## src/rtl/calculator_pkg.sv

```systemverilog
// Shared sizing constants for the calculator memory subsystem.
//   ADDR_W        : width of memory word addresses
//   MEM_WORD_SIZE : width of one memory word in bits
package calculator_pkg;
    localparam int ADDR_W        = 4;
    localparam int MEM_WORD_SIZE = 64;
endpackage

```

## src/rtl/calc_mem_responder.sv

```systemverilog
// calc_mem_responder
// Word-addressed memory that answers read/write strobes from the calculator
// controller. After reset it zeroes every implemented word (one per cycle)
// before raising ready. Reads have one cycle of latency and are write-first on
// a same-address collision. Accesses to addresses >= DEPTH are flagged through
// a sticky err/err_addr pair; accepted strobes are counted with saturation.
//
// Ports
//   clk_i, rst_ni            : clock, asynchronous active-low reset
//   read, r_addr             : read strobe and address
//   r_data, r_valid          : registered read data, one-cycle valid pulse
//   write, w_addr, w_data    : write strobe, address and data
//   ready                    : memory cleared and accepting accesses
//   err, err_addr, err_clr   : sticky out-of-range flag, first bad address, clear
//   rd_count, wr_count       : saturating accepted read/write counters
module calc_mem_responder
    import calculator_pkg::*;
#(
    parameter int DEPTH = 2**ADDR_W,
    parameter int CNT_W = 16
) (
    input  logic                     clk_i,
    input  logic                     rst_ni,
    input  logic                     read,
    input  logic [ADDR_W-1:0]        r_addr,
    output logic [MEM_WORD_SIZE-1:0] r_data,
    output logic                     r_valid,
    input  logic                     write,
    input  logic [ADDR_W-1:0]        w_addr,
    input  logic [MEM_WORD_SIZE-1:0] w_data,
    output logic                     ready,
    output logic                     err,
    output logic [ADDR_W-1:0]        err_addr,
    input  logic                     err_clr,
    output logic [CNT_W-1:0]         rd_count,
    output logic [CNT_W-1:0]         wr_count
);
    localparam int                IDX_W    = (DEPTH > 1) ? $clog2(DEPTH) : 1;
    localparam logic [ADDR_W:0]   DEPTH_L  = (ADDR_W+1)'(DEPTH);
    localparam logic [IDX_W-1:0]  LAST_IDX = IDX_W'(DEPTH - 1);

    typedef enum logic {S_CLEAR, S_READY} state_e;

    function automatic logic [CNT_W-1:0] sat_inc(input logic [CNT_W-1:0] v);
        return (&v) ? v : v + 1'b1;
    endfunction

    state_e                   state_q,    state_d;
    logic [IDX_W-1:0]         clr_ptr_q,  clr_ptr_d;
    logic [MEM_WORD_SIZE-1:0] r_data_q,   r_data_d;
    logic                     r_valid_q,  r_valid_d;
    logic                     err_q,      err_d;
    logic [ADDR_W-1:0]        err_addr_q, err_addr_d;
    logic [CNT_W-1:0]         rd_count_q, rd_count_d;
    logic [CNT_W-1:0]         wr_count_q, wr_count_d;

    logic [MEM_WORD_SIZE-1:0] mem_q [DEPTH];
    logic                     mem_we;
    logic [IDX_W-1:0]         mem_widx;
    logic [MEM_WORD_SIZE-1:0] mem_wdata;

    logic rd_in, wr_in, rd_acc, wr_acc, rd_oor, wr_oor;

    assign rd_in  = ({1'b0, r_addr} < DEPTH_L);
    assign wr_in  = ({1'b0, w_addr} < DEPTH_L);
    assign rd_acc = (state_q == S_READY) && read;
    assign wr_acc = (state_q == S_READY) && write;
    assign rd_oor = rd_acc && !rd_in;
    assign wr_oor = wr_acc && !wr_in;

    always_comb begin
        state_d    = state_q;
        clr_ptr_d  = clr_ptr_q;
        r_data_d   = r_data_q;
        r_valid_d  = 1'b0;
        rd_count_d = rd_count_q;
        wr_count_d = wr_count_q;
        mem_we     = 1'b0;
        mem_widx   = clr_ptr_q;
        mem_wdata  = '0;

        case (state_q)
            S_CLEAR: begin
                mem_we = 1'b1;
                if (clr_ptr_q == LAST_IDX) begin
                    state_d = S_READY;
                end else begin
                    clr_ptr_d = clr_ptr_q + 1'b1;
                end
            end
            S_READY: begin
                if (wr_acc) begin
                    wr_count_d = sat_inc(wr_count_q);
                    if (wr_in) begin
                        mem_we    = 1'b1;
                        mem_widx  = w_addr[IDX_W-1:0];
                        mem_wdata = w_data;
                    end
                end
                if (rd_acc) begin
                    r_valid_d  = 1'b1;
                    rd_count_d = sat_inc(rd_count_q);
                    if (!rd_in) begin
                        r_data_d = '0;
                    end else if (wr_acc && wr_in && (w_addr == r_addr)) begin
                        // Write-first: forward the data being written this cycle.
                        r_data_d = w_data;
                    end else begin
                        r_data_d = mem_q[r_addr[IDX_W-1:0]];
                    end
                end
            end
            default: state_d = S_CLEAR;
        endcase
    end

    // Error capture: a clear and a new error in the same cycle leaves the new
    // error standing, so the clear is applied first and the capture overrides.
    always_comb begin
        err_d      = err_q;
        err_addr_d = err_addr_q;
        if (err_clr) begin
            err_d      = 1'b0;
            err_addr_d = '0;
        end
        if (rd_oor || wr_oor) begin
            err_d = 1'b1;
            if (!err_q || err_clr) begin
                err_addr_d = rd_oor ? r_addr : w_addr;
            end
        end
    end

    always_ff @(posedge clk_i or negedge rst_ni) begin
        if (!rst_ni) begin
            state_q    <= S_CLEAR;
            clr_ptr_q  <= '0;
            r_data_q   <= '0;
            r_valid_q  <= 1'b0;
            err_q      <= 1'b0;
            err_addr_q <= '0;
            rd_count_q <= '0;
            wr_count_q <= '0;
        end else begin
            state_q    <= state_d;
            clr_ptr_q  <= clr_ptr_d;
            r_data_q   <= r_data_d;
            r_valid_q  <= r_valid_d;
            err_q      <= err_d;
            err_addr_q <= err_addr_d;
            rd_count_q <= rd_count_d;
            wr_count_q <= wr_count_d;
        end
    end

    // Storage is not reset; the clear sequence zeroes it before ready rises.
    always_ff @(posedge clk_i) begin
        if (mem_we) begin
            mem_q[mem_widx] <= mem_wdata;
        end
    end

    assign ready    = (state_q == S_READY);
    assign r_data   = r_data_q;
    assign r_valid  = r_valid_q;
    assign err      = err_q;
    assign err_addr = err_addr_q;
    assign rd_count = rd_count_q;
    assign wr_count = wr_count_q;

endmodule

```

## config.mk

```make
export PLATFORM = sky130hd
export DESIGN_NAME = calc_mem_responder
export DESIGN_NICKNAME = d
export VERILOG_FILES = /design/src/rtl/calculator_pkg.sv /design/src/rtl/calc_mem_responder.sv
export SDC_FILE = /design/constraint.sdc
export NUM_CORES = 1
export LEC_CHECK = 0
export CORE_UTILIZATION = 50
export DETAILED_ROUTE_END_ITERATION = 6
export MAX_ROUTING_LAYER = met4
export PLACE_DENSITY = 0.67
export SLEW_MARGIN = 20
export SYNTH_ARGS = -nofsm -noshare
export SYNTH_HDL_FRONTEND = slang
export SYNTH_SLANG_ARGS = --single-unit
```

## constraint.sdc

```tcl
create_clock -name clk_i -period 6.1 [get_ports clk_i]
set_input_delay 1.83 -clock clk_i [delete_from_list [all_inputs] [get_ports clk_i]]
set_output_delay 1.83 -clock clk_i [all_outputs]
set_load 0.01 [all_outputs]
```

==> impl_metrics.toml <==
[clock_network]
cts_tree = "built"
clock_sinks = 1126
cts_made_buffers = 111
cts_buffer_depth = 3
insertion_delay_ps = 670
hold_buffers = 0
cts_setup_buffers = 0
clk_pin_slew_ps = 60
root_buffer = "clkbuf_16"
htreeDepth = 3
cts_resized = 0

[finish]
area_growth_syn_to_layout_pct = 15.34
layout-drive-gt1-share = 0.2172
finish.net_count = 2419
stdcell_count = 3591
diodes = 0
fillCellCount = 6231

[logic_synthesis]
synthTopCellsByArea = "edfxtp_1 (70%), mux4_2 (13%), dfrtp_1 (5.8%)"
synth_warnings = 0
postSynthCellCount = 2150
ys.flop_type = "edfxtp_1"
synth-async-reset-ratio = 0.09059
synth-seq-cells = 1126
yosysUniqueCellTypes = 49
yosysSeqAreaShare = 0.7535
synth_top_area_frac = 0.6958
synth_edf_count = 1024
synth.avg_cell_area_um2 = 20.56
synth_area_um2 = 44190
yosysTopAreaCell = "edfxtp_1"

[grt]
antenna_found_initial = 3
grt_max_degree = 149
grt_pass1_vias = 23257
grt_overflow = 0
grt_pass1_wl_mm = 157.5
grt_usage = 0.2511

[setup_path]
start_kind = "input pin"
crit_arrival_ps = 4820
cpMostUsedCell = "buf_4"
critPathBufInv = 3
worstSetupEndpointType = "register"
cpPeakStageDelay_ps = 710
path_cells = "buf_2, and2_1, o221ai_1, a211oi_4, buf_4, buf_4, a32oi_1, o21ai_1"
crit_required_ps = 6690
critical-path-top-delay-family = "buffers and inverters"
cp_max_fo = 36
crit_path_top_delay_cell = "buf_4"
path_class = "in -> reg"

[sta]
period_share = 0.6938
min_period_ps = 4232
tightest_slew_ps = 1265
slew_headroom = 0.1568
rsz0062_at_grt = "false"
clock.fmax_ghz = 0.2363
finalHoldViolations = 0
final.setup.tns_ps = 0
final-setup-viol-count = 0
fin_skew_ps = 32.04
slew_viol_final = 0

[detailed_routing]
totalWireLength_mm = 107.8
firstDrtPassIters = 7
wl_per_cell_um = 30.03
vias = 22693
viasPerCell = 6.319
drtIter0Drc = 2314
drcViolationCount = 0
postRouteAntennaNets = 0

[floorplanning]
dieArea_um2 = 89580
die_x_um = 299.3
start_util = 0.5071
pin_count = 180
fp.dieH_um = 299.3
core_region_area_um2 = 87160
core.rowCount = 108

[pwr]
seq_power_share = 0.520
p_comb_frac = 0.067
switching_share = 0.2168
ir_drop_mv = 0.2759
p_sw_mw = 3.612
power.internal_mw = 13.05
power.leakage_nw = 18.00
p_clk_frac = 0.414
power_density_nw_per_um2 = 326.9
total_power_mw = 16.67

[placement]
gp_congestion = 0.7884
post-place-cells = 3381
numPortBuffers = 173
hpwl_mm = 51.91

[flow_run]
cap_viol_max_count = 0

[run_status]
outcome = "finished, final reports clean"

[worst_hold_path]
min_path_type = "reg -> reg"
==> power groups by stage <==
stage / sequential, mW / clock, mW / combinational, mW
after CTS: 8.66 / 6.98 / 1.12
after global routing: 8.67 / 7.28 / 1.18
after detailed placement: 8.82 / 0 / 1.11
final: 8.66 / 6.90 / 1.11
after floorplan: 8.83 / 0 / 0.587
after global placement: 8.81 / 0 / 1.08
==> layout make-up <==
cell class                 count  area [um2]  area share
sequential                  1126       33310      0.6534
multi-input combinational    874       10190      0.2000
clock buffer                 151        3028     0.05940
timing repair buffer         218        2310     0.04531
tap                         1155        1445     0.02835
clock inverter                59       660.6     0.01296
inverter                       8       30.03   0.0005891
==> per-stage QoR <==
step                hold WS (ps)  instance area (um2)  setup slack, ps    util
finish                     488.7                50970             1868  0.5848
floorplan                  518.7                44210            373.9       -
detailed placement         482.5                47290             1196  0.5425
global placement           471.9                47290             1284  0.5425
CTS                        491.5                50970             1891  0.5848
global route               505.3                50970             1803  0.5848
==> worst paths after layout <==
path	depth (start not counted)	from	slack, ps	endpoint
setup / recovery	8	write	1870	r_data[58]
hold / removal	1	wr_count[5]	490	wr_count[5]
setup reg to reg	7	ready	2240	r_data[25]
hold reg to reg	1	wr_count[5]	490	wr_count[5]
max in group asynchronous	2	rst_ni	3860	ready
min in group asynchronous	1	rst_ni	1240	wr_count[7]
==> registers in the layout, indices dropped and copies added, names as in the netlist <==
| register | cells |
|---|---|
| r_valid | 1 |
| ready | 1 |
| rd_count | 16 |
| clr_ptr_q | 4 |
| wr_count | 16 |
| mem_q | 1024 |
| r_data | 64 |
==> cell usage after synthesis, types with 25 or more instances <==
cell type  count
edfxtp_1    1024
mux4_2       256
a22o_1       128
dfrtp_1      102
nor2_1        90
and3_1        74
and2_1        68
a32oi_1       64
clkbuf_1      64
o21ai_1       34
buf_2         30
o21ai_2       30
buf_6         25
==> layout by cell type, fill, tap and decap left out, drive strengths merged, types with 2 or more instances in the layout <==
cell and n:
a22o 128, clkdlybuf4s50 169, a21oi 5, mux4 256, nor3 6, o211a 2
and2 68, inv 12, mux2 3, conb 5, a21boi 3, xor2 10
buf 49, and3 74, bufinv 13, nor2b 4, clkinv 42, nand4 7
dfrtp 102, or3 2, clkbuf 151, nor2 90, nand3 17, and4 2
a31oi 6, a41oi 2, edfxtp 1024, nand2 16, o221ai 2, a32oi 64
o21ai 65, nor3b 2, ha 3, xnor2 23
==> logic make-up after synthesis <==
kind of cell	Yosys count	share of synthesized area
AO/OA/AOI/OAI	282	0.05229
XOR/XNOR	33	0.006540
adder cells (fa/ha/maj)	3	0.0008494
buffers and inverters	154	0.02013
flip-flops	1126	0.7535
multiplexers	260	0.1314
other	1	0.00008485
AND/OR/NAND/NOR	291	0.03513
==> metal layers <==
metal,up-vias,global-route usage,routed length [um]
met3,150,0.05052,9706
met4,0,0.05892,2282
li1,9310,-,-
met5,-,-,0
met2,1064,0.3912,52330
met1,12169,0.3449,43520
==> worst reg2reg max path, delay by kind of cell (launching register included) <==
kind	cells	cell delay, ps
AO/OA/AOI/OAI	4	890
buffers and inverters	2	1670
flip-flops	1	820
AND/OR/NAND/NOR	1	390
No activity file was read; power rests on OpenSTA's default activity.
